`src/rtl/uart_pkg.sv`:
```
// Shared constants, state encoding and elaboration-time helpers for the UART blocks.
package uart_pkg;

  localparam int unsigned PARITY_NONE = 0;
  localparam int unsigned PARITY_EVEN = 1;
  localparam int unsigned PARITY_ODD  = 2;

  typedef enum logic [2:0] {
    ST_IDLE   = 3'd0,
    ST_START  = 3'd1,
    ST_DATA   = 3'd2,
    ST_PARITY = 3'd3,
    ST_STOP   = 3'd4
  } rx_state_e;

  // Oversample tick divider, rounded to nearest, never below 1.
  function automatic int unsigned calc_div(input int unsigned clk_hz,
                                           input int unsigned baud,
                                           input int unsigned ovs);
    longint unsigned den;
    longint unsigned q;
    den = 64'(baud) * 64'(ovs);
    if (den == 0) return 1;
    q = (64'(clk_hz) + den / 2) / den;
    return (q == 0) ? 1 : 32'(q);
  endfunction

  // Bits needed to count 0..v-1, at least 1.
  function automatic int unsigned clog2(input int unsigned v);
    int unsigned r;
    r = 1;
    for (int i = 1; i < 32; i++)
      if ((64'(1) << i) < 64'(v)) r = 32'(i + 1);
    return r;
  endfunction

endpackage

```
`src/rtl/uart_baud_tick.sv`:
```
// Free-running divider producing a one-cycle tick every DIV clocks; clr restarts the count.
module uart_baud_tick
  import uart_pkg::*;
#(
  parameter int unsigned DIV = 1
) (
  input  logic clk_i,
  input  logic rst_i,
  input  logic clr_i,
  output logic tick_o
);

  localparam int unsigned CW = clog2(DIV);

  logic [CW-1:0] cnt_q;
  logic          tick_q;

  // Divider counter with registered tick; held at zero while cleared.
  always_ff @(posedge clk_i or posedge rst_i) begin
    if (rst_i) begin
      cnt_q  <= '0;
      tick_q <= 1'b0;
    end else if (clr_i) begin
      cnt_q  <= '0;
      tick_q <= 1'b0;
    end else if (cnt_q == CW'(DIV - 1)) begin
      cnt_q  <= '0;
      tick_q <= 1'b1;
    end else begin
      cnt_q  <= cnt_q + CW'(1);
      tick_q <= 1'b0;
    end
  end

  assign tick_o = tick_q;

endmodule

```
`src/rtl/uart_rx_ovs.sv`:
```
// Oversampling UART receiver: synchroniser, 3-sample majority vote, framing FSM
// and a valid/ready holding register with overrun indication.
module uart_rx_ovs
  import uart_pkg::*;
#(
  parameter int unsigned SYS_CLK_FREQ = 200_000_000,
  parameter int unsigned BAUD_RATE    = 19200,
  parameter int unsigned FRAME_WIDTH  = 8,
  parameter int unsigned OVERSAMPLE   = 16,
  parameter int unsigned PARITY_MODE  = 0,
  parameter int unsigned STOP_BITS    = 1
) (
  input  logic                   sys_clk,
  input  logic                   reset,
  input  logic                   rx,
  output logic [0:FRAME_WIDTH-1] dout,
  output logic                   so,
  input  logic                   ro,
  output logic                   parity_err,
  output logic                   frame_err,
  output logic                   overrun
);

  localparam int unsigned DIV = calc_div(SYS_CLK_FREQ, BAUD_RATE, OVERSAMPLE);
  localparam int unsigned M   = OVERSAMPLE / 2;
  localparam int unsigned TW  = clog2(OVERSAMPLE);
  localparam int unsigned BW  = clog2(FRAME_WIDTH);

  logic                   rx_m_q, rx_s_q;
  logic [1:0]             settle_q;
  logic                   armed_q;
  rx_state_e              state_q;
  logic [TW-1:0]          t_q;
  logic [BW-1:0]          bit_q;
  logic                   s0_q, s1_q;
  logic [0:FRAME_WIDTH-1] data_q;
  logic                   perr_q, ferr_q;
  logic [0:FRAME_WIDTH-1] dout_q;
  logic                   so_q, pe_q, fe_q, ov_q;

  logic tick, vote, decide, bit_end, par_exp, done;

  // Tick counter only runs while a character is being framed.
  uart_baud_tick #(.DIV(DIV)) u_tick (
    .clk_i  (sys_clk),
    .rst_i  (reset),
    .clr_i  (state_q == ST_IDLE),
    .tick_o (tick)
  );

  assign vote    = (s0_q & s1_q) | (s0_q & rx_s_q) | (s1_q & rx_s_q);
  assign decide  = tick && (t_q == TW'(M + 1));
  assign bit_end = tick && (t_q == TW'(OVERSAMPLE - 1));
  assign par_exp = (PARITY_MODE == PARITY_ODD) ? ~(^data_q) : ^data_q;
  assign done    = (state_q == ST_STOP) && decide && (bit_q == BW'(STOP_BITS - 1));

  // Two-flop synchroniser; settle_q marks when rx_s carries post-reset line data.
  always_ff @(posedge sys_clk or posedge reset) begin
    if (reset) begin
      rx_m_q   <= 1'b1;
      rx_s_q   <= 1'b1;
      settle_q <= '0;
    end else begin
      rx_m_q   <= rx;
      rx_s_q   <= rx_m_q;
      settle_q <= {settle_q[0], 1'b1};
    end
  end

  // Framing FSM with in-bit tick counter and vote sample capture.
  always_ff @(posedge sys_clk or posedge reset) begin
    if (reset) begin
      state_q <= ST_IDLE;
      armed_q <= 1'b0;
      t_q     <= '0;
      bit_q   <= '0;
      s0_q    <= 1'b1;
      s1_q    <= 1'b1;
      data_q  <= '0;
      perr_q  <= 1'b0;
      ferr_q  <= 1'b0;
    end else begin
      if (tick) begin
        if (t_q == TW'(M - 1)) s0_q <= rx_s_q;
        if (t_q == TW'(M))     s1_q <= rx_s_q;
        t_q <= (t_q == TW'(OVERSAMPLE - 1)) ? '0 : t_q + TW'(1);
      end
      unique case (state_q)
        ST_IDLE: begin
          t_q    <= '0;
          bit_q  <= '0;
          perr_q <= 1'b0;
          ferr_q <= 1'b0;
          // A start needs a high level seen first, so a stuck-low line is ignored.
          if (armed_q && !rx_s_q) begin
            state_q <= ST_START;
            armed_q <= 1'b0;
          end else if (settle_q[1] && rx_s_q) begin
            armed_q <= 1'b1;
          end
        end
        ST_START: begin
          if (decide && vote)  state_q <= ST_IDLE;
          else if (bit_end)    state_q <= ST_DATA;
        end
        ST_DATA: begin
          if (decide) data_q <= {vote, data_q[0:FRAME_WIDTH-2]};
          if (bit_end) begin
            if (bit_q == BW'(FRAME_WIDTH - 1)) begin
              bit_q   <= '0;
              state_q <= (PARITY_MODE != PARITY_NONE) ? ST_PARITY : ST_STOP;
            end else begin
              bit_q <= bit_q + BW'(1);
            end
          end
        end
        ST_PARITY: begin
          if (decide && (vote != par_exp)) perr_q <= 1'b1;
          if (bit_end) state_q <= ST_STOP;
        end
        ST_STOP: begin
          // Leave at the last stop decision so a following start edge is not missed.
          if (decide) begin
            if (!vote) ferr_q <= 1'b1;
            if (bit_q == BW'(STOP_BITS - 1)) state_q <= ST_IDLE;
            else                             bit_q   <= bit_q + BW'(1);
          end
        end
        default: state_q <= ST_IDLE;
      endcase
    end
  end

  // Holding register: load when empty or draining, otherwise drop and flag overrun.
  always_ff @(posedge sys_clk or posedge reset) begin
    if (reset) begin
      dout_q <= '0;
      so_q   <= 1'b0;
      pe_q   <= 1'b0;
      fe_q   <= 1'b0;
      ov_q   <= 1'b0;
    end else begin
      ov_q <= 1'b0;
      if (done) begin
        if (!so_q || ro) begin
          dout_q <= data_q;
          pe_q   <= perr_q;
          fe_q   <= ferr_q | ~vote;
          so_q   <= 1'b1;
        end else begin
          ov_q <= 1'b1;
        end
      end else if (so_q && ro) begin
        so_q <= 1'b0;
      end
    end
  end

  assign dout       = dout_q;
  assign so         = so_q;
  assign parity_err = pe_q;
  assign frame_err  = fe_q;
  assign overrun    = ov_q;

endmodule

```
`config.mk`:
```
export PLATFORM = sky130hd
export DESIGN_NAME = uart_rx_ovs
export DESIGN_NICKNAME = d
export VERILOG_FILES = /design/src/rtl/uart_pkg.sv /design/src/rtl/uart_baud_tick.sv /design/src/rtl/uart_rx_ovs.sv
export SDC_FILE = /design/constraint.sdc
export NUM_CORES = 1
export LEC_CHECK = 0
export CAP_MARGIN = 5
export CORE_MARGIN = 1.5
export CORE_UTILIZATION = 59
export CTS_BUF_LIST = sky130_fd_sc_hd__clkbuf_8 sky130_fd_sc_hd__clkbuf_16
export DETAILED_ROUTE_END_ITERATION = 8
export GPL_TIMING_DRIVEN = 0
export PLACE_DENSITY = 0.8
export SLEW_MARGIN = 20
export SYNTH_ARGS = -nofsm -noshare
export SYNTH_HDL_FRONTEND = slang
export SYNTH_SLANG_ARGS = --single-unit
```
`constraint.sdc`:
```
create_clock -name sys_clk -period 2.92 [get_ports sys_clk]
set_input_delay 0.292 -clock sys_clk [delete_from_list [all_inputs] [get_ports sys_clk]]
set_output_delay 0.292 -clock sys_clk [all_outputs]
set_load 0.05 [all_outputs]
```
# Yosys cells after proc, flatten, opt, wreduce, memory -nomap -nowiden
# Cells that the tools add are included.
# word_totals
out_inout_bits	12
register_bits	50
elab_cells	115
inputBits	4
# op_classes
mux	33
n_reduce_logical	31
bitwise_logic	7
addsub	3
n_eq_ne	22
# op_table
op	n
3-bit 2-to-1 mux	12
10-bit 2-to-1 mux	2
2-bit != test, second input constant	8
3-bit case mux with 5 select lines	1
2-bit AND reduction	7
4-bit == test, second input constant	3
1-bit 2-to-1 mux	12
4-bit 2-to-1 mux	3
10-bit by 1-bit adder with 10-bit output, second input constant	1
10-bit == test, second input constant	1
2-bit nonzero test	5
1-bit logical AND	9
3-bit case mux with 3 select lines	1
8-bit XOR reduction	1
7-bit AND reduction	1
3-bit by 2-bit == test with 1-bit output, second input constant	2
3-bit == test, second input constant	2
3-bit zero test	2
4-bit by 1-bit adder with 4-bit output, second input constant	1
4-bit by 3-bit == test with 1-bit output, second input constant	1
2-bit by 1-bit != test with 1-bit output, second input constant	2
1-bit case mux with 2 select lines	2
4-bit AND reduction	1
3-bit by 1-bit adder with 3-bit output, second input constant	1
other kinds (10)	15

# Depth between registers and ports, before layout
# Gate-level depths: netlist (run 1).
# logic_depth
word_depth	7
mapped_depth	7
mapped_depth_nobuf	6

# By module
# Synthesis (run 1) repeated with hierarchy kept, for this count alone.
# unflattened
hier_cells	201
hier_area_um2	2404.8
# by_module_without_submodules
mod	seq_area_each_um2	area_each_um2	cells_each	n_inst
uart_rx_ovs	980.9	1866.8	148	1
uart_baud_tick	275.3	538.0	53	1

# Worst setup path after synthesis (run 1)
# No wires, ideal clock.
# synth_path
path_kind	reg-to-reg
start	register t_q[0]
end	register bit_q[0]
arrival_time_ns	1.567
path_buffers	0
path_slack_ns	1.228
t_required_ns	2.795
setup_time_ns	0.125
path_stages_with_launch	6
period_less_slack_ns	1.692
path_cell_list	dfrtp_1 ha_1 and4_2 o21a_1 o21ai_2 mux2_2
# synth_between
elab_chain_cells	4
elab_cells_between_ends	7
cone_classes	eq/ne: 4; reduce/logical: 3
# synth_rtl
item	line_no	rtl
start, declared	uart_rx_ovs.sv:33	logic [TW-1:0] t_q;
start signal, assigned	uart_rx_ovs.sv:86	t_q <= (t_q == TW'(OVERSAMPLE - 1)) ? '0 : t_q + TW'(1);
4-bit == test, on equally long branches	uart_rx_ovs.sv:53, uart_rx_ovs.sv:52	
1-bit logical AND, on equally long branches	uart_rx_ovs.sv:53, uart_rx_ovs.sv:52	
2-bit != test (no line)	n/a	
4-bit AND reduction (no line) *	n/a	
end signal, assigned	uart_rx_ovs.sv:113	bit_q <= bit_q + BW'(1);
end signal, assigned	uart_rx_ovs.sv:126	else bit_q <= bit_q + BW'(1);
end, declared	uart_rx_ovs.sv:34	logic [BW-1:0] bit_q;
# Every way passes the cells marked *; elsewhere a longest branch is shown, timed or not.
# A chain may end at the register's enable or synchronous reset.

# Final worst setup path (run 1)
# layout_path
start	register t_q[1]
end	register state_q[2]
# layout_between
elab_chain_cells	5
elab_cells_between_ends	12
cone_classes	eq/ne: 6; mux: 2; reduce/logical: 4
# layout_rtl
item	line_no	rtl
4-bit == test	uart_rx_ovs.sv:52	assign decide = tick && (t_q == TW'(M + 1));
1-bit logical AND	uart_rx_ovs.sv:52	
1-bit logical AND	uart_rx_ovs.sv:103	if (decide && vote) state_q <= ST_IDLE;
3-bit != test (no line) or 3-bit 2-to-1 mux (tied branches)	n/a	
7-bit AND reduction (no line) or 3-bit case mux with 5 select lines (tied branches)	n/a	
end signal, assigned	uart_rx_ovs.sv:111	state_q <= (PARITY_MODE != PARITY_NONE) ? ST_PARITY : ST_STOP;
end, declared	uart_rx_ovs.sv:32	rx_state_e state_q;
# Several ways; a longest one is shown, not always the timed one.

==> results.sh, run 1 <==
export IMPL_status="completed"
export IMPL_synth_async_reset_ratio_pct=100
export IMPL_power_internal_uw=1210
export IMPL_io_buffers=15
export IMPL_final_cell_mix="dfrtp_1 (46), mux2_2 (22), nor2_1 (21), clkdlybuf4s50_1 (15)"
export IMPL_fp_dieW_um=66.9
export IMPL_synthesis_nets=213
export IMPL_critPathMaxFanout=6
export IMPL_antenna_found_initial=0
export IMPL_grt_start_max_net_pins=29
export IMPL_post_place_cells=267
export IMPL_dieArea_um2=4480
export IMPL_hold_slack_ps=351
export IMPL_fin_cells=275
export IMPL_numCtsBuffers=5
export IMPL_tightest_slew_ps=937
export IMPL_grt_pass1_vias=1522
export IMPL_finalHoldViolCount=0
export IMPL_die_h_um=66.9
export IMPL_drt_pass1_iterations=4
export IMPL_syn_area_um2=2410
export IMPL_critical_path_class="reg -> reg"
export IMPL_cts_tree="built"
export IMPL_synthCells=201
export IMPL_via_count=1566
export IMPL_areaGrowthSynthToFinish_pct=14.4
export IMPL_postRouteAntennaNets=0
export IMPL_clkLatencyLatePin_ps=300
export IMPL_grt_overflow_total=0
export IMPL_cts_root_buf="clkbuf_8"
export IMPL_antennaDiodeCount=0
export IMPL_critPathLaunchType="flip-flop"
export IMPL_core_rowCount=23
export IMPL_fillers=284
export IMPL_cp_end_kind="flip-flop"
export IMPL_max_slew_margin_rel_pct=37.1
export IMPL_cp_arrival_ps=2110
export IMPL_p_sw_uw=578
export IMPL_start_util_pct=60.7
export IMPL_comb_power_share_pct=28.2
export IMPL_peakVddDrop_uv=630
export IMPL_drc=0
export IMPL_power_density_nw_per_um2=650
export IMPL_synth_top_flop_cell="dfrtp_1"
export IMPL_synth_edff_count=0
export IMPL_swShare_pct=32.2
export IMPL_hp_class="reg -> reg"
export IMPL_yosysTopAreaCell="dfrtp_1"
export IMPL_core_area_um2=3970
export IMPL_cpMostUsedCell="a311oi_2"
export IMPL_yosysWarnings=0
export IMPL_required_ps=3140
export IMPL_dpl_hpwl_mm=3.01
export IMPL_cts_max_level=2
export IMPL_grt_pass1_wl_mm=6.87
export IMPL_cts_sinks=50
export IMPL_cap_violations=0
export IMPL_fin_crit_ps=1880
export IMPL_clock_skew_ps=8.89
export IMPL_p_clk_share_pct=25.7
export IMPL_ys_seq_area_share_pct=52.1
export IMPL_utilization_pct=69.5
export IMPL_pwr_share_seq_pct=46.1
export IMPL_grt_total_usage_pct=20.8
export IMPL_cts_resized_gates=0
export IMPL_slowest_delay_ps=420
export IMPL_cts_buffer_depth=2
export IMPL_leakage_uw=0.00126
export IMPL_ys_ff_latch=50
export IMPL_routed_wl_mm=4.28
export IMPL_setup_tns_ps=0
export IMPL_yosysTopAreaCellShare_pct=47.7
export IMPL_fmax_mhz=532
export IMPL_multiInputGateArea_um2=1070
export IMPL_gp_congestion=0.806
export IMPL_rsz0062_at_grt="no"
export IMPL_slew_violations=0
export IMPL_cp_slowest_cell="dfrtp_1"
export IMPL_synth_avg_cell_area_um2=12.0
export IMPL_ctsHoldBuffers=0
export IMPL_nets=236
export IMPL_viasPerCell=5.69
export IMPL_drt_iter0_drc=108
export IMPL_clk_pin_slew_ps=80
export IMPL_cp_cell_sequence="inv_1, ha_1, and4b_1, buf_6, a311oi_2, a311oi_2, mux2i_1"
export IMPL_cts_setup_buffers=0
export IMPL_register_area_um2=1260
export IMPL_drive_above_1_share_pct=22.7
export IMPL_total_power_uw=1790
export IMPL_setup_viol=0
export IMPL_fin_crit_sh_pct=64.4
export IMPL_ios=16
export IMPL_post_drt_wl_per_cell_um=15.6
export IMPL_synth_area_leaders="dfrtp_1 (48%), mux2_2 (10%), dfstp_2 (4.4%), xnor2_1 (4.4%), ha_1 (4.1%)"
export IMPL_final_common_cell="dfrtp_1"
export IMPL_ys_types=44
-- logic make-up (layout without fill, tap and decap cells) --
kind of cell / count (synthesis) / in the layout / synth area share (%)
flops: 50 / 50 / 52.1
xor+xnor: 16 / 16 / 6.38
compound gates: 18 / 18 / 5.86
simple gates: 66 / 66 / 15.6
other cells: 1 / 1 / 0.155
mux: 26 / 26 / 11.9
fa+ha+maj: 9 / 9 / 4.62
buf+inv: 15 / 39 / 3.42
-- Yosys cell counts, types with 5 or more instances --
cell type / n
inv_1: 11
xnor2_1: 12
mux2_2: 22
nand2_1: 9
nor2_1: 21
nand3_1: 7
dfrtp_1: 46
a21oi_1: 6
ha_1: 8
nand2b_1: 5
-- layer usage --
layer  GRT usage [%]  routed length [µm]
met5               0                   0
met4            10.5                  86
met3            4.22                 107
met2            35.1                2170
met1            25.2                1910
-- final timing paths --
kind / endpoint / start / cells after the start / slack (ps)
worst max-delay path: state_q[2]$_DFFE_PP0P_ / t_q[1]$_DFFE_PP0P_ / 7 / 1040
max in group asynchronous: s1_q$_DFFE_PP1P_ / reset / 3 / 1920
min in group asynchronous: data_q[5]$_DFFE_PP0P_ / reset / 2 / 380
worst max register to register: state_q[2]$_DFFE_PP0P_ / t_q[1]$_DFFE_PP0P_ / 7 / 1040
worst min-delay path: settle_q[1]$_DFF_PP0_ / settle_q[0]$_DFF_PP0_ / 0 / 350
worst min register to register: settle_q[1]$_DFF_PP0_ / settle_q[0]$_DFF_PP0_ / 0 / 350
-- stage by stage --
stage               setup WS, ps  instance area [µm²]
floorplan                   1230                 2410
global placement             601                 2630
detailed placement          1070                 2650
CTS                         1060                 2760
global route                 948                 2760
finish                      1040                 2760
-- power by group through the flow --
| stage | sequential (µW) | clock (µW) | combinational (µW) |
|---|---|---|---|
| finish | 826 | 460 | 506 |
| global route | 835 | 497 | 561 |
| CTS | 825 | 475 | 505 |
| detailed placement | 838 | 0 | 500 |
| global placement | 828 | 0 | 470 |
| floorplan | 819 | 0 | 401 |
-- critical path, delay by kind of cell (launching register included) --
kind	cells	cell delay [ps]
adders and majority gates	1	170
buffers and inverters	2	260
DFF	1	420
and+or+nand+nor	1	220
AOI/OAI and AO/OA	2	510
muxes	1	230
-- state kept, by name (all words and copies together), names as in the netlist, 2 cells and up --
| name | count |
|---|---|
| data_q | 8 |
| settle_q | 2 |
| state_q | 3 |
| u_tick.cnt_q | 10 |
| dout | 8 |
| t_q | 4 |
| bit_q | 3 |
-- final cells by class --
class / instances / area share (%)
well taps: 50 / 2.27
multi-input cells: 136 / 38.9
repair buffers: 16 / 6.44
inverters: 11 / 1.50
plain buffers: 4 / 1.50
clock inverters: 3 / 1.36
flip-flops and latches: 50 / 45.5
clock buffers: 5 / 2.49
No activity file was read; power rests on OpenSTA's default activity.
==> inputs of run 2 (changes only) <==
Settings changed: CORE_UTILIZATION 59 to 58, PLACE_DENSITY 0.8 to 0.78.
Clock period 2.92 ns to 1.9 ns, I/O delays scaled along.
==> results.sh, run 2 (synthesized netlist as in run 1, its figures left out) <==
export IMPL_status="completed"
export IMPL_core_rowCount=23
export IMPL_required_ps=2080
export IMPL_wirelength_met1_mm=1.76
export IMPL_slew_violations=0
export IMPL_fin_crit_sh_pct=95.6
export IMPL_grt_total_usage_pct=20.9
export IMPL_power_internal_uw=1870
export IMPL_cts_root_buf="clkbuf_8"
export IMPL_setup_ws_ps=83.5
export IMPL_io_buffers=15
export IMPL_post_drt_wl_per_cell_um=14.8
export IMPL_ctsHoldBuffers=0
export IMPL_cap_violations=0
export IMPL_wl_met2_mm=2.14
export IMPL_largest_reg_flops=10
export IMPL_dpl_hpwl_mm=3.01
export IMPL_fmax_mhz=551
export IMPL_grt_pass1_wl_mm=7.08
export IMPL_grt_pass1_vias=1549
export IMPL_place_area_um2=2650
export IMPL_final_common_cell="dfrtp_1"
export IMPL_gp_congestion=0.814
export IMPL_pwr_share_seq_pct=46.0
export IMPL_final_cell_area_um2=2810
export IMPL_critPathMaxFanout=5
export IMPL_dieArea_um2=4550
export IMPL_peakVddDrop_uv=991
export IMPL_fillers=293
export IMPL_cp_arrival_ps=1990
export IMPL_postRouteAntennaNets=0
export IMPL_critPathTopFamily="flip-flops"
export IMPL_routed_wl_mm=4.12
export IMPL_p_clk_share_pct=25.8
export IMPL_antenna_found_initial=0
export IMPL_drive_above_1_share_pct=26.3
export IMPL_cp_cell_sequence="ha_2, and4_2, o21a_1, o21ai_2, mux2_2"
export IMPL_pre_cts_slack_ps=51.9
export IMPL_routed_top_layer="met4"
export IMPL_core_area_um2=4000
export IMPL_final_cell_mix="dfrtp_1 (45), mux2_2 (22), nor2_1 (21), clkdlybuf4s50_1 (15), xnor2_1 (12)"
export IMPL_cp_end_kind="flip-flop"
export IMPL_p_sw_uw=873
export IMPL_cts_tree="built"
export IMPL_numCtsBuffers=5
export IMPL_grt_start_max_net_pins=29
export IMPL_hp_class="in -> async"
export IMPL_leakage_uw=0.00127
export IMPL_fp_dieW_um=67.5
export IMPL_swShare_pct=31.8
export IMPL_max_slew_margin_rel_pct=38.2
export IMPL_areaGrowthSynthToFinish_pct=16.3
export IMPL_nets=239
export IMPL_fin_crit_ps=1820
export IMPL_drt_iter0_drc=91
export IMPL_hold_slack_ps=232
export IMPL_drt_pass1_iterations=4
export IMPL_multiInputGateArea_um2=1090
export IMPL_cts_buffer_depth=2
export IMPL_slowest_delay_ps=470
export IMPL_top_register="u_tick.cnt_q"
export IMPL_grt_overflow_total=0
export IMPL_power_density_nw_per_um2=978
export IMPL_critPathLaunchType="flip-flop"
export IMPL_die_h_um=67.5
export IMPL_comb_power_share_pct=28.2
export IMPL_clkLatencyLatePin_ps=290
export IMPL_start_util_pct=60.3
export IMPL_cp_num_buf_inv=0
export IMPL_cts_max_level=2
export IMPL_critical_path_class="reg -> reg"
export IMPL_cp_slowest_cell="dfrtp_2"
export IMPL_finalHoldViolCount=0
export IMPL_register_area_um2=1260
export IMPL_utilization_pct=70.1
export IMPL_ios=16
export IMPL_setup_viol=0
export IMPL_cts_sinks=50
export IMPL_clk_pin_slew_ps=90
export IMPL_tightest_slew_ps=919
export IMPL_via_count=1549
export IMPL_wl_met3_um=149
export IMPL_rsz0062_at_grt="no"
export IMPL_drc=0
export IMPL_clock_skew_ps=8.06
export IMPL_antennaDiodeCount=0
export IMPL_viasPerCell=5.57
run 2: path summary, 6_finish.rpt:
kind,cells past startpoint,slack (ps),startpoint,to
min in group sys_clk,1,310,rx,rx_m_q$_DFF_PP1_
min reg2reg,0,360,rx_m_q$_DFF_PP1_,rx_s_q$_DFF_PP1_
max,5,80,t_q[0]$_DFFE_PP0P_,bit_q[2]$_DFFE_PP0P_
max in group asynchronous,3,1150,reset,state_q[1]$_DFFE_PP0P_
max reg2reg,5,80,t_q[0]$_DFFE_PP0P_,bit_q[2]$_DFFE_PP0P_
min,2,230,reset,settle_q[0]$_DFF_PP0_
run 2: what timing repair did:
| item | in CTS | in global routing |
|---|---|---|
| endpoints found under the setup margin | 0 | 13 |
| gates resized for setup | 0 | 5 |
| buffers inserted | 0 | 3 |
run 2: power by group through the flow:
stage	logic (µW)	registers, µW	clock network [µW]
6_report	772	1260	708
5_1_grt	876	1280	765
4_1_cts	775	1260	736
3_5_place_dp	770	1280	0
3_3_place_gp	724	1270	0
2_1_floorplan	616	1260	0
run 2: layout make-up:
cell class	count	share of cell area, %
well taps	50	2.23
multi-input cells	136	38.8
plain buffers	4	1.47
flip-flops and latches	50	44.8
inverters	11	1.47
clock inverters	3	1.43
clock buffers	5	2.45
repair buffers	19	7.31
run 2: per-stage QoR:
| step | cells | power (µW) | TNS, ps |
|---|---|---|---|
| final | 278 | 2740 | 0 |
| after global routing | 278 | 2920 | 0 |
| after CTS | 275 | 2770 | 0 |
| after detailed placement | 267 | 2050 | 0 |
| after global placement | 266 | 2000 | -12620 |
| after floorplan | 201 | 1880 | 0 |
run 2: metal layers:
metal,GRT usage (%),vias to the layer above
li1,-,745
met1,26.5,759
met2,34.4,37
met3,4.17,8
met4,9.95,0
met5,0,-
run 2: worst reg2reg max path: stages, from the launching register on:
cell     delay (ps)
dfrtp_2         470
ha_2            240
and4_2          260
o21a_1          180
o21ai_2         200
mux2_2          370
